File: config.mk
export PLATFORM = sky130hd
export DESIGN_NAME = demux_1_to_8_rr_sched
export DESIGN_NICKNAME = d
export VERILOG_FILES = /design/src/rtl/demux_1_to_8_rr_sched.sv
export SDC_FILE = /design/constraint.sdc
export NUM_CORES = 1
export LEC_CHECK = 0
export BUFFER_PORTS_ARGS = -buffer_cell sky130_fd_sc_hd__buf_2
export CORE_MARGIN = 2
export CORE_UTILIZATION = 59
export CTS_CLUSTER_DIAMETER = 60
export CTS_CLUSTER_SIZE = 8
export DETAILED_ROUTE_END_ITERATION = 16
export GPL_TIMING_DRIVEN = 0
export PLACE_DENSITY_LB_ADDON = 0.25
export SLEW_MARGIN = 20
export SYNTH_ARGS = -nofsm -noshare
export SYNTH_HDL_FRONTEND = slang
export SYNTH_SLANG_ARGS = --single-unit
export TNS_END_PERCENT = 1
File: constraint.sdc
create_clock -name clk -period 9.1 [get_ports clk]
set_clock_uncertainty 0.05 [all_clocks]
set_input_delay 0.91 -clock clk [delete_from_list [all_inputs] [get_ports clk]]
set_output_delay 0.91 -clock clk [all_outputs]
set_load 0.05 [all_outputs]
File: src/rtl/demux_1_to_8_rr_sched.sv
// Round-robin scheduler for a 1:8 demux: one-entry holding register, fair rotation over enabled channels.
// Optional DEMUX_SCHED_STATS_EN adds a 16-bit output transfer counter (xfer_count).
module demux_1_to_8_rr_sched #(
    parameter int DATA_W = 8
) (
    input  logic              clk,
    input  logic              rst,
    input  logic [7:0]        en_mask,
    input  logic              in_valid,
    input  logic [DATA_W-1:0] in_data,
    output logic              in_ready,
    output logic [2:0]        sel,
    output logic [DATA_W-1:0] out_data,
    output logic [7:0]        out_valid,
    input  logic [7:0]        out_ready,
    output logic              busy
`ifdef DEMUX_SCHED_STATS_EN
    ,
    output logic [15:0]       xfer_count
`endif
);

    typedef enum logic [0:0] {
        ST_EMPTY = 1'b0,
        ST_HOLD  = 1'b1
    } state_t;

    state_t            state_r;
    state_t            state_nxt_s;
    logic [2:0]        ptr_r;
    logic [2:0]        sel_r;
    logic [2:0]        sel_nxt_s;
    logic [2:0]        base_s;
    logic [2:0]        pick_s;
    logic [DATA_W-1:0] data_r;
    logic [7:0]        out_valid_r;
    logic              busy_r;
    logic              xfer_s;
    logic              rdy_raw_s;
    logic              in_ready_s;
    logic              accept_s;

    // First enabled channel scanning upward from base, wrapping modulo 8.
    function automatic logic [2:0] rr_pick(input logic [7:0] mask, input logic [2:0] base);
        logic [2:0] idx;
        logic       found;
        rr_pick = base;
        found   = 1'b0;
        for (int i = 0; i < 8; i++) begin
            idx = base + 3'(i);
            if (!found && mask[idx]) begin
                rr_pick = idx;
                found   = 1'b1;
            end else begin
                found = found;
            end
        end
    endfunction

    // Handshake, channel pick and next-state decode.
    always_comb begin
        xfer_s      = 1'b0;
        rdy_raw_s   = 1'b0;
        base_s      = ptr_r;
        state_nxt_s = state_r;
        case (state_r)
            ST_EMPTY: begin
                rdy_raw_s = |en_mask;
                base_s    = ptr_r;
            end
            ST_HOLD: begin
                // A same-cycle accept rotates from the channel just served, not the stale ptr.
                xfer_s    = out_ready[sel_r];
                rdy_raw_s = out_ready[sel_r] & (|en_mask);
                base_s    = sel_r + 3'd1;
            end
            default: begin
                xfer_s    = 1'b0;
                rdy_raw_s = 1'b0;
                base_s    = ptr_r;
            end
        endcase
        in_ready_s = rdy_raw_s & ~rst;
        accept_s   = in_valid & in_ready_s;
        pick_s     = rr_pick(en_mask, base_s);
        if (accept_s) begin
            state_nxt_s = ST_HOLD;
        end else if (xfer_s) begin
            state_nxt_s = ST_EMPTY;
        end else begin
            state_nxt_s = state_r;
        end
        sel_nxt_s = accept_s ? pick_s : sel_r;
    end

    // State register.
    always_ff @(posedge clk) begin
        if (rst) begin
            state_r <= ST_EMPTY;
        end else begin
            state_r <= state_nxt_s;
        end
    end

    // Pointer, holding register and registered demux controls.
    always_ff @(posedge clk) begin
        if (rst) begin
            ptr_r       <= 3'd0;
            sel_r       <= 3'd0;
            data_r      <= {DATA_W{1'b0}};
            out_valid_r <= 8'h00;
            busy_r      <= 1'b0;
        end else begin
            if (xfer_s) begin
                ptr_r <= sel_r + 3'd1;
            end else begin
                ptr_r <= ptr_r;
            end
            if (accept_s) begin
                data_r <= in_data;
            end else begin
                data_r <= data_r;
            end
            sel_r       <= sel_nxt_s;
            out_valid_r <= (state_nxt_s == ST_HOLD) ? (8'h01 << sel_nxt_s) : 8'h00;
            busy_r      <= (state_nxt_s == ST_HOLD);
        end
    end

`ifdef DEMUX_SCHED_STATS_EN
    logic [15:0] xfer_count_r;

    // Free-running count of completed output transfers, wrapping at 16 bits.
    always_ff @(posedge clk) begin
        if (rst) begin
            xfer_count_r <= 16'h0000;
        end else if (xfer_s) begin
            xfer_count_r <= xfer_count_r + 16'h0001;
        end else begin
            xfer_count_r <= xfer_count_r;
        end
    end

    assign xfer_count = xfer_count_r;
`endif

    assign in_ready  = in_ready_s;
    assign sel       = sel_r;
    assign out_data  = data_r;
    assign out_valid = out_valid_r;
    assign busy      = busy_r;

endmodule

# Word-level counts from Yosys, hierarchy flattened
# Cells that the tools add are included.
# classes
reduce_logical	16
magnitude_cmp	9
bitwise	6
addsub	8
n_mux	38
shifts	1
# ops
cell	count
3-bit by 4-bit < comparator with 1-bit output, second input constant	9
1-bit binary-select mux with 3-bit select	9
3-bit two-way mux	8
1-bit two-way mux	19
3-bit adder, second input constant	4
8-bit OR reduction	1
1-bit by 3-bit left shift with 8-bit output, first input constant	1
1-bit logical AND	7
1-bit logical NOT	7
3-bit by 1-bit adder with 3-bit output, second input constant	2
3-bit by 2-bit adder with 3-bit output, second input constant	2
3-bit case mux with 2 select lines	1
1-bit AND	3
1-bit inverter	3
1-bit case mux with 2 select lines	1
2-bit OR reduction	1
# totals
wordCells	83
ff_bits	23

# Depth between registers and ports, before layout
# Gate-level depths: netlist (run 1).
# logic_depth
ltp_word	28
depth_mapped	16
depth_no_buf	13

# Worst setup path before layout (run 1)
# OpenSTA, ideal clock, no wires.
# synth_path
kind	reg2reg
start	reg sel_r[1], in the netlist sel[1]
end	reg out_valid_r[2], in the netlist out_valid[2]
slack_ns	4.894
path_stages_with_launch	17
t_arrival_ns	4.078
setup_time_ns	0.079
required_time_ns	8.971
synth_period_minus_slack_ns	4.206
path_cell_list	dfxtp_1 -> ha_1 -> mux2i_1 -> inv_1 -> buf_4 -> ha_1 -> buf_4 -> nand2_1 -> o2111a_1 -> nor4_2 -> or2_1 -> buf_6 -> a211o_1 -> a211o_1 -> and4_4 -> or4b_4 -> nor3_1
# synth_between
elab_chain_len	28
elab_cells_between_ends	66
classes_between	8 x add/sub; 1 x shift; 38 x mux; 4 x bitwise; 15 x reduce/logical
# synth_rtl
element	line_no	text
from (decl)	31	logic [2:0] sel_r;
from (signal assigned)	124	sel_r <= sel_nxt_s;
parallel branches: the longest is 28 deep, another holds 3-bit by 1-bit adder with 3-bit output	--	
to (signal assigned)	125	out_valid_r <= (state_nxt_s == ST_HOLD) ? (8'h01 << sel_nxt_s) : 8'h00;
to (decl)	36	logic [7:0] out_valid_r;
# Parallel ways; which one is timed is not known. The select of a mux whose other input is x is not followed.
# A chain may end at the register's enable or synchronous reset.

# Worst setup path in the final report (run 1)
# Same ends and word-level chain as after synthesis.

==> summary.md, run 1 <==
| Metric | Value |
|---|---|
| Post-Syn Area | 0.00208 mm² |
| Final worst slack | 4.47 ns |
| Routability cong. | 0.974 |
| Synthesized Nets | 292 |
| Clock transition at path regs | 0.11 ns |
| Origin of the worst min-delay path | out_data[4] |
| Postcts setup bufs | 0 |
| Max frequency | 216 MHz |
| Ys Warns | 0 |
| First DRT Iteration DRCs | 229 |
| CTS Hold Bufs | 0 |
| Outcome | finished, final reports clean |
| Remaining Overflow, GRT | 0 |
| Largest net degree at the start of global routing | 13 |
| Clk sinks | 23 |
| Post-synth EDFFs | 0 |
| Setup Total Neg Slack | 0 ns |
| CTS Root Buffer Type | clkbuf_4 |
| Critical Path Start | sel[1] |
| P&R area growth vs syn | 15.1% |
| Hold/Removal Path Class | reg2reg |
| Vias per std cell | 6.51 |
| Final Net Count | 343 |
| Synthesis-stage register bit count | 23 |
| Final Setup Violations | 0 |
| Layout cells sized above 1 | 26.8% |
| Core area | 0.00336 mm² |
| Synth Area in XOR/XNOR | 1.20% |
| Final ANT Viol Nets | 0 |
| Pre-CTS WS | 4.62 ns |
| Async SR Flop Fraction | 0% |
| Die height | 63.4 µm |
| Initial Utilization | 61.9% |
| Max-cap violations | 0 |
| First-pass GRT wire length | 9850 µm |
| Synth Area in Adders | 1.20% |
| Crit path kind | reg2reg |
| Resized cells post-CTS | 0 |
| RSZ-0062 raised after global routing | false |
| Final Hold Vio Count | 0 |
| Crit path DAT | 4.82 ns |
| Ys flop type | dfxtp_1 |
| Fin crit period | 4.63 ns |
| H-Tree Depth | 1 |
| CTS tree | done |
| Port Buffers | 46 |
| Die area | 0.00402 mm² |
| Post-route non-filler standard cell count | 359 |
| Die Wd | 63.4 µm |
| CP Launch Type | flop |
| VDD IR max | 102 µV |
| Power Density | 152 mW/mm² |
| Initial antenna violation count | 0 |
| Num ports | 48 |
| Slew Limit Fails | 0 |
| Final core utilization | 71.2% |
| Worst r2r src | sel[1] |
| Final Cycle Share | 50.8% |
| Vias in the first global route | 2116 |
| Mean Syn Cell Area | 7.92 µm² |
| Row Count | 21 |
| Overall routing resource usage | 30.6% |
| Tightest Pin Transition | 0.689 ns |
| Critical Path End Type | flop |
| Register area share after synthesis | 22.1% |
| Synth Area in Simple Gates | 29.6% |
| Post-synthesis compound-gate area fraction | 28.8% |
| Largest family of logic cells by synthesized area | simple AND/OR/NAND/NOR gates |
| Num CTS Buffers | 3 |
| Post-Route WL | 5960 µm |
| Hold Path Stages | 2 |
| Max-slew headroom | 53.7% |
| Static leakage | 0.973 nW |
| Worst skew pair latency | 0.31 ns |
| First-pass DRT Iterations | 5 |
| Reg2reg path depth | 15 |
| ANT cells | 0 |
| Mux cell area share after synthesis | 10.3% |
| CP max FO | 10 |
| CTS Buffer Depth | 2 |
| Post-DP HPWL | 4690 µm |
| Critical Path RT | 9.29 ns |
| Final routed DRC violation total | 0 |
| Avg WL per Cell | 16.6 µm |
| DR vias | 2338 |
| Filler cells | 300 |
| Cell count after synthesis | 263 |
| Dpl cells | 355 |
| Yosys cell types | 69 |
==> path summary, 6_finish.rpt <==
check,to,slack (ns)
max,out_valid[2],4.47
min,out_data[4],0.41
max reg2reg,out_valid[2],4.47
min reg2reg,out_data[4],0.41
==> sequential cells by signal, indices dropped and copies added (netlist names) <==
name / count
out_data: 8
out_valid: 8
ptr_r: 3
sel: 3
busy: 1
==> cell type report <==
cell class / count / area [µm²] / area share (%)
Multi-Input combinational cell: 217 / 1480 / 61.8
Sequential cell: 23 / 460 / 19.2
Timing Repair Buffer: 46 / 230 / 9.61
Buffer: 15 / 110 / 4.60
Tap cell: 46 / 57.6 / 2.40
Inverter: 8 / 30.0 / 1.25
Clock buffer: 4 / 26.3 / 1.10
==> synth_stat cells (5+ instances only) <==
master	instances	share of area, %
a21oi_1	21	5.0
a31oi_1	5	1.5
buf_4	5	1.8
dfxtp_1	23	22
inv_1	7	1.3
mux2i_1	5	2.4
nand2_1	35	6.3
nand3_1	14	3.4
nor2_1	13	2.3
nor3_1	19	4.6
nor4_1	5	1.5
o211ai_1	5	1.8
o21ai_0	11	2.6
==> per-layer routing <==
metal / vias to the layer above / track usage, % / share of wire [%]
met5: - / 0 / 0
met4: 0 / 7.61 / 2.1
met3: 18 / 5.89 / 10
met2: 142 / 51.8 / 47
met1: 1069 / 40.0 / 41
li1: 1109 / - / -
==> per-stage QoR <==
step | cell area, µm² | hold WS [ns] | power (mW)
floorplan | 2080 | 0.447 | 0.268
global placement | 2370 | 0.390 | 0.312
detailed placement | 2370 | 0.397 | 0.315
CTS | 2400 | 0.413 | 0.361
global route | 2400 | 0.433 | 0.385
finish | 2400 | 0.410 | 0.364
==> placed cells by master (no fill, tap or decap), types with 4 or more instances in the layout <==
master / count
buf_2: 47
nand2_1: 35
dfxtp_1: 23
a21oi_1: 21
nor3_1: 19
nand3_1: 14
nor2_1: 13
o21ai_0: 11
inv_1: 7
buf_4: 5
mux2i_1: 5
clkbuf_1: 5
a31oi_1: 5
o211ai_1: 5
nor4_1: 5
buf_6: 4
clkbuf_4: 4
o311ai_0: 4
==> cell families (layout without fill, tap and decap cells) <==
kind of cell,Yosys count,in the layout
AO/OA/AOI/OAI,83,83
buffers and inverters,23,73
multiplexers,13,13
flip-flops,23,23
AND/OR/NAND/NOR,117,117
adder cells (fa/ha/maj),2,2
XOR/XNOR,2,2
==> critical path, stage by stage, from the launching register on <==
cell,delay [ns]
dfxtp_1,0.47
ha_1,0.36
mux2i_1,0.48
inv_1,0.11
buf_4,0.20
ha_1,0.30
buf_4,0.18
o2111a_1,0.26
nor4_2,0.43
or2_1,0.23
buf_6,0.13
mux2i_1,0.22
o221ai_1,0.18
and4_4,0.23
or4b_4,0.56
nor3_1,0.14
==> power breakdown <==
part | switching [mW] | internal (mW)
sequential | 0.00561 | 0.106
clock | 0.0290 | 0.0171
combinational | 0.128 | 0.0780
Power figures use the tool's default switching activity.
==> run 2, diff against run 1 <==
--- a/config.mk
+++ b/config.mk
@@ -7,7 +7,7 @@
 export LEC_CHECK = 0
 export BUFFER_PORTS_ARGS = -buffer_cell sky130_fd_sc_hd__buf_2
 export CORE_MARGIN = 2
-export CORE_UTILIZATION = 59
+export CORE_UTILIZATION = 54
 export CTS_CLUSTER_DIAMETER = 60
 export CTS_CLUSTER_SIZE = 8
 export DETAILED_ROUTE_END_ITERATION = 16
==> constraint.sdc (replaced) <==
create_clock -name clk -period 4.3 [get_ports clk]
set_clock_uncertainty 0.05 [all_clocks]
set_input_delay 0.43 -clock clk [delete_from_list [all_inputs] [get_ports clk]]
set_output_delay 0.43 -clock clk [all_outputs]
set_load 0.05 [all_outputs]
==> run 2 against run 1 <==
  * Critical path type unchanged
  * Hold slack lost 0.069 ns
  * Sequential power increased by 110%
  * Cell area grew 3.4%
  * Worst setup slack worse by 4.3 ns
==> summary.md, run 2 (synthesis gave the netlist of run 1 again) <==
| Metric | Value |
|---|---|
| Num ports | 48 (unchanged) |
| Fin crit period | 4.16 ns (was 4.63 ns) |
| Sequential share of power | 29.0% (was 30.8%) |
| Num CTS Buffers | 3 (unchanged) |
| First-pass DRT Iterations | 4 (was 5) |
| Clk sinks | 23 (unchanged) |
| Port Buffers | 46 (unchanged) |
| Post-DP HPWL | 4580 µm (was 4690 µm) |
| Max Used Layer | met4 (unchanged) |
| Routed met1 length | 2680 µm (was 2460 µm) |
| Vias in the first global route | 2031 (was 2116) |
| Max-cap violations | 0 (unchanged) |
| Worst path most repeated cell | buf_4 |
| Crit path DAT | 4.29 ns (was 4.82 ns) |
| Final routed DRC violation total | 0 (unchanged) |
| Tightest Pin Transition | 0.528 ns (was 0.689 ns) |
| Outcome | finished, final reports clean (unchanged) |
| Initial Utilization | 56.4% (was 61.9%) |
| VDD IR max | 225 µV (was 102 µV) |
| P_sw | 356 µW (was 162 µW) |
| CTS Root Buffer Type | clkbuf_8 (was clkbuf_4) |
| Routed wl met3 | 376 µm (was 596 µm) |
| CTS Buffer Depth | 2 (unchanged) |
| Die area | 0.00437 mm² (was 0.00402 mm²) |
| Most common cell after layout, fill and taps aside | buf_2 (unchanged) |
| DR vias | 2311 (was 2338) |
| Row Count | 22 (was 21) |
| Avg WL per Cell | 16.2 µm (was 16.6 µm) |
| Routability cong. | 1.02 (was 0.974) |
| Hold/Removal Path Class | in2reg (was reg2reg) |
| Power Density | 332 mW/mm² (was 152 mW/mm²) |
| Tot Pwr | 822 µW (was 364 µW) |
| DR WL met2 | 2650 µm (was 2780 µm) |
| Remaining Overflow, GRT | 0 (unchanged) |
| Max frequency | 240 MHz (was 216 MHz) |
| First-pass GRT wire length | 9530 µm (was 9850 µm) |
| Clock transition at path regs | 0.08 ns (was 0.11 ns) |
| Initial antenna violation count | 0 (unchanged) |
| Sw Share | 43.4% (was 44.6%) |
| P&R area growth vs syn | 19.1% (was 15.1%) |
| Vias per std cell | 6.40 (was 6.51) |
| Overall routing resource usage | 27.7% (was 30.6%) |
| Static leakage | 0.993 nW (was 0.973 nW) |
| Final Setup Violations | 0 (unchanged) |
| Slew Limit Fails | 0 (unchanged) |
| Worst skew pair latency | 0.26 ns (was 0.31 ns) |
| Power share of the clock group | 16.0% (was 12.7%) |
| Pint | 466 µW (was 202 µW) |
| CTS tree | done (unchanged) |
| Post-Route WL | 5870 µm (was 5960 µm) |
| Critical Path End Type | flop (unchanged) |
| Largest net degree at the start of global routing | 14 (was 13) |
| CP Launch Type | flop (unchanged) |
| Crit path cell chain | ha_2, mux2i_4, inv_1, buf_4, ha_1, buf_4, o2111a_1, nor4_4, or2_1, buf_6, mux2i_1, o221ai_1, and4_4, or4b_4, nor3_1 (was ha_1, mux2i_1, inv_1, buf_4, ha_1, buf_4, o2111a_1, nor4_2, or2_1, buf_6, mux2i_1, o221ai_1, and4_4, or4b_4, nor3_1) |
| Die height | 66.1 µm (was 63.4 µm) |
| Final ANT Viol Nets | 0 (unchanged) |
| Final Hold Vio Count | 0 (unchanged) |
| H-Tree Depth | 1 (unchanged) |
| Most frequent cells in the layout | buf_2, nand2_1, a21oi_1, dfxtp_1, nor3_1 (was buf_2, nand2_1, dfxtp_1) |
| Die Wd | 66.1 µm (was 63.4 µm) |
| Final Net Count | 343 (unchanged) |
| Core area | 0.00369 mm² (was 0.00336 mm²) |
| Slowest CP cell | or4b_4 (unchanged) |
| Layout cells sized above 1 | 29.7% (was 26.8%) |
| ANT cells | 0 (unchanged) |
| CP max FO | 10 (unchanged) |
| Slowest stage delay, CP | 0.56 ns (about the same) |
| Comb power frac | 55.0% (was 56.5%) |
| First DRT Iteration DRCs | 207 (was 229) |
| Critical Path RT | 4.43 ns (was 9.29 ns) |
| Setup Total Neg Slack | 0 ns (unchanged) |
| Max-slew headroom | 64.5% (was 53.7%) |
| RSZ-0062 raised after global routing | true (was false) |
| Final Cycle Share | 96.8% (was 50.8%) |
| Crit path kind | reg2reg (unchanged) |
-- run 2: cell types whose count changed in the layout (fill, tap and decap cells not counted), sizes merged --
cell,previous run,this run
clkbuf,9,8
clkinv,0,1
-- run 2: repair_timing --
item,in CTS,in global routing
setup buffers,0,0
setup endpoints to repair,10,8
hold buffers,0,0
gates resized for setup,7,4
-- run 2: metrics by stage --
step	setup WS, ns	hold WS (ns)	area, µm²	instances	util, %
CTS	0.0386	0.339	2460	361	66.8
detailed placement	-0.419	0.394	2370	357	64.3
floorplan	0.0939	0.447	2080	263	-
finish	0.138	0.342	2480	361	67.2
global placement	-0.283	0.389	2370	357	64.3
global route	-0.0484	0.335	2480	361	67.2
-- run 2: routing by layer --
metal	global-route usage, %	vias up
met5	0	-
met4	6.12	0
met3	4.43	14
met2	43.5	97
met1	39.8	1086
li1	-	1114
-- run 2: path summary, 6_finish.rpt --
kind | start | end | slack, ns | cells past startpoint
setup / recovery | sel[1] | out_valid[7] | 0.14 | 15
hold reg to reg | out_data[7] | out_data[7] | 0.40 | 2
setup reg to reg | sel[1] | out_valid[7] | 0.14 | 15
hold / removal | in_data[0] | out_data[0] | 0.34 | 3
-- run 2: cell type report --
| type | count | area (µm²) |
|---|---|---|
| repair buffers | 46 | 230 |
| clock inverters | 1 | 5.00 |
| inverters | 8 | 30.0 |
| fillers | 344 | 1210 |
| flip-flops and latches | 23 | 463 |
| well taps | 48 | 60.1 |
| multi-input cells | 217 | 1540 |
| clock buffers | 3 | 41.3 |
| plain buffers | 15 | 110 |
-- run 2: power groups by stage --
stage / Combinational [mW] / Clock, mW / Sequential (mW)
3_5_place_dp: 0.422 / 0 / 0.242
6_report: 0.452 / 0.131 / 0.238
2_1_floorplan: 0.291 / 0 / 0.276
3_3_place_gp: 0.418 / 0 / 0.241
5_1_grt: 0.488 / 0.147 / 0.240
4_1_cts: 0.438 / 0.134 / 0.238
-- run 2: critical path: cells and delay by family, from the launching register on --
family          cells  cell delay (ns)
mux                 2             0.43
compound gates      2             0.46
simple gates        5             1.53
flops               1             0.39
fa+ha+maj           2             0.63
buf+inv             4             0.58
==> run 3, diff against run 2 <==
--- a/config.mk
+++ b/config.mk
@@ -6,9 +6,10 @@
 export NUM_CORES = 1
 export LEC_CHECK = 0
 export BUFFER_PORTS_ARGS = -buffer_cell sky130_fd_sc_hd__buf_2
+export CORE_ASPECT_RATIO = 1.1
 export CORE_MARGIN = 2
 export CORE_UTILIZATION = 54
-export CTS_CLUSTER_DIAMETER = 60
+export CTS_CLUSTER_DIAMETER = 120
 export CTS_CLUSTER_SIZE = 8
 export DETAILED_ROUTE_END_ITERATION = 16
 export GPL_TIMING_DRIVEN = 0
==> run 3 against run 2 <==
  * Via count grew 2.3%
  * Critical path depth shrank 1
  * Largest power group unchanged
  * Clock power grew 4%
  * Register-to-register slack gained 0.07 ns
  * Count of clock-buffer cells in the layout is the same
==> summary.md, run 3 (synthesis gave the netlist of run 1 again) <==
| Metric | Value |
|---|---|
| Final Net Count | 345 (was 343) |
| CP Launch Type | flop (unchanged) |
| Clock transition at path regs | 0.08 ns (about the same) |
| Final ANT Viol Nets | 0 (unchanged) |
| Die area | 0.00437 mm² (about the same) |
| Register area | 464 µm² (was 463 µm²) |
| CP max FO | 10 (unchanged) |
| Top Family by Delay on Critical Path | compound AO/OA/AOI/OAI gates (was simple AND/OR/NAND/NOR gates) |
| H-Tree Depth | 1 (unchanged) |
| Largest net degree at the start of global routing | 14 (unchanged) |
| Tightest Pin Transition | 0.533 ns (was 0.528 ns) |
| First-pass GRT wire length | 9960 µm (was 9530 µm) |
| Worst path bufs/invs | 3 (was 4) |
| Routability cong. | 0.981 (was 1.02) |
| Crit. path cell count | 14 (was 15) |
| Hold Path Stages | 3 (unchanged) |
| Row Count | 23 (was 22) |
| P&R area growth vs syn | 18.9% (was 19.1%) |
| ANT cells | 0 (unchanged) |
| Dpl cells | 359 (was 357) |
| Critical Path End Type | flop (unchanged) |
| Hold WS | 0.344 ns (was 0.342 ns) |
| Max frequency | 244 MHz (was 240 MHz) |
| Clk sinks | 23 (unchanged) |
| Initial Utilization | 56.5% (was 56.4%) |
| CTS tree | done (unchanged) |
| Most common cell after layout, fill and taps aside | buf_2 (unchanged) |
| Static leakage | 0.996 nW (was 0.993 nW) |
| Fin crit period | 4.09 ns (was 4.16 ns) |
| CTS Hold Bufs | 0 (unchanged) |
| Slew Limit Fails | 0 (unchanged) |
| Crit path DAT | 4.23 ns (was 4.29 ns) |
| First DRT Iteration DRCs | 225 (was 207) |
| Avg WL per Cell | 16.6 µm (was 16.2 µm) |
| VDD IR max | 196 µV (was 225 µV) |
| Final Cycle Share | 95.2% (was 96.8%) |
| Area occupied by multi-input gates | 0.00152 mm² (was 0.00154 mm²) |
| Critical Path RT | 4.44 ns (was 4.43 ns) |
| Die height | 69.1 µm (was 66.1 µm) |
| Reg2reg path depth | 14 (was 15) |
| Remaining Overflow, GRT | 0 (unchanged) |
| Worst skew pair latency | 0.27 ns (was 0.26 ns) |
| Vias per std cell | 6.47 (was 6.40) |
| Filler cells | 353 (was 344) |
| Num CTS Buffers | 3 (unchanged) |
| Most frequent cells in the layout | buf_2, nand2_1, a21oi_1 (was buf_2, nand2_1, a21oi_1, dfxtp_1, nor3_1) |
| Initial antenna violation count | 0 (unchanged) |
| Power Density | 331 mW/mm² (was 332 mW/mm²) |
| CTS Buffer Depth | 2 (unchanged) |
| Port Buffers | 46 (unchanged) |
| Max-cap violations | 0 (unchanged) |
| Overall routing resource usage | 27.6% (was 27.7%) |
| Post-DP HPWL | 4610 µm (was 4580 µm) |
| Setup Total Neg Slack | 0 ns (unchanged) |
| Hold/Removal Path Class | in2reg (unchanged) |
| Outcome | finished, final reports clean (unchanged) |
| Final Setup Violations | 0 (unchanged) |
| Layout cells sized above 1 | 29.8% (was 29.7%) |
| DR vias | 2363 (was 2311) |
| Vias in the first global route | 2181 (was 2031) |
| First-pass DRT Iterations | 5 (was 4) |
| Crit path cell chain | ha_2, mux2i_4, inv_1, buf_4, ha_1, buf_4, o2111a_1, a211oi_1, o21ai_0, a221oi_1, o21ai_0, and4_4, or4b_4, nor3_1 (was ha_2, mux2i_4, inv_1, buf_4, ha_1, buf_4, o2111a_1, nor4_4, or2_1, buf_6, mux2i_1, o221ai_1, and4_4, or4b_4, nor3_1) |
| RSZ-0062 raised after global routing | false (was true) |
| Core area | 0.00368 mm² (was 0.00369 mm²) |
| Slowest CP cell | or4b_4 (unchanged) |
| Final Hold Vio Count | 0 (unchanged) |
| Crit path kind | reg2reg (unchanged) |
| Final routed DRC violation total | 0 (unchanged) |
| Max-slew headroom | 64.0% (was 64.5%) |
| CTS Root Buffer Type | clkbuf_8 (unchanged) |
| Post-Route WL | 6070 µm (was 5870 µm) |
| Num ports | 48 (unchanged) |
| Post-route non-filler standard cell count | 365 (was 361) |
| Die Wd | 63.2 µm (was 66.1 µm) |
| Slowest stage delay, CP | 0.56 ns (about the same) |
==> run 3: per-stage QoR <==
stage               worst slack (ns)  total power [mW]  instance area (µm²)  util (%)
floorplan                     0.0939             0.568                 2080         -
global placement              -0.208             0.657                 2370      64.5
detailed placement            -0.227             0.664                 2370      64.5
CTS                          0.00701             0.806                 2440      66.4
global route                  0.0129             0.866                 2470      67.2
finish                         0.206             0.820                 2470      67.2
==> run 3: tightest hold or removal path, stage by stage <==
cell and delay (ns):
buf_2 0.09, nand2_1 0.04, a21oi_1 0.05
==> run 3: cell type report <==
cell class	instances	area share [%]
multi-input combinational	217	61.3
sequential	23	18.8
timing repair buffer	48	9.91
buffer	15	4.45
tap	50	2.53
clock buffer	3	1.67
inverter	8	1.21
clock inverter	1	0.202
==> run 3: where the power goes <==
group	switching [mW]	internal, mW	total [mW]	leakage, nW
logic	0.274	0.172	0.446	0.782
registers	0.0123	0.226	0.238	0.188
clock network	0.0710	0.0647	0.136	0.0255
==> run 3: what timing repair did <==
item	in CTS	in global routing
setup buffers	0	2
gates resized for setup	4	6
setup endpoints to repair	9	9
==> run 3: path summary, 6_finish.rpt <==
check	slack, ns	endpoint	from
worst min register to register	0.41	out_data[3]	out_data[3]
worst max-delay path	0.21	out_valid[2]	sel[1]
worst min-delay path	0.34	out_data[0]	in_data[0]
worst max register to register	0.21	out_valid[2]	sel[1]
==> run 3: routing by layer <==
metal / vias to the layer above / GRT usage [%] / routed length, µm
li1: 1127 / - / -
met1: 1087 / 37.9 / 2500
met2: 126 / 45.5 / 2910
met3: 23 / 4.57 / 503
met4: 0 / 6.04 / 151
met5: - / 0 / 0
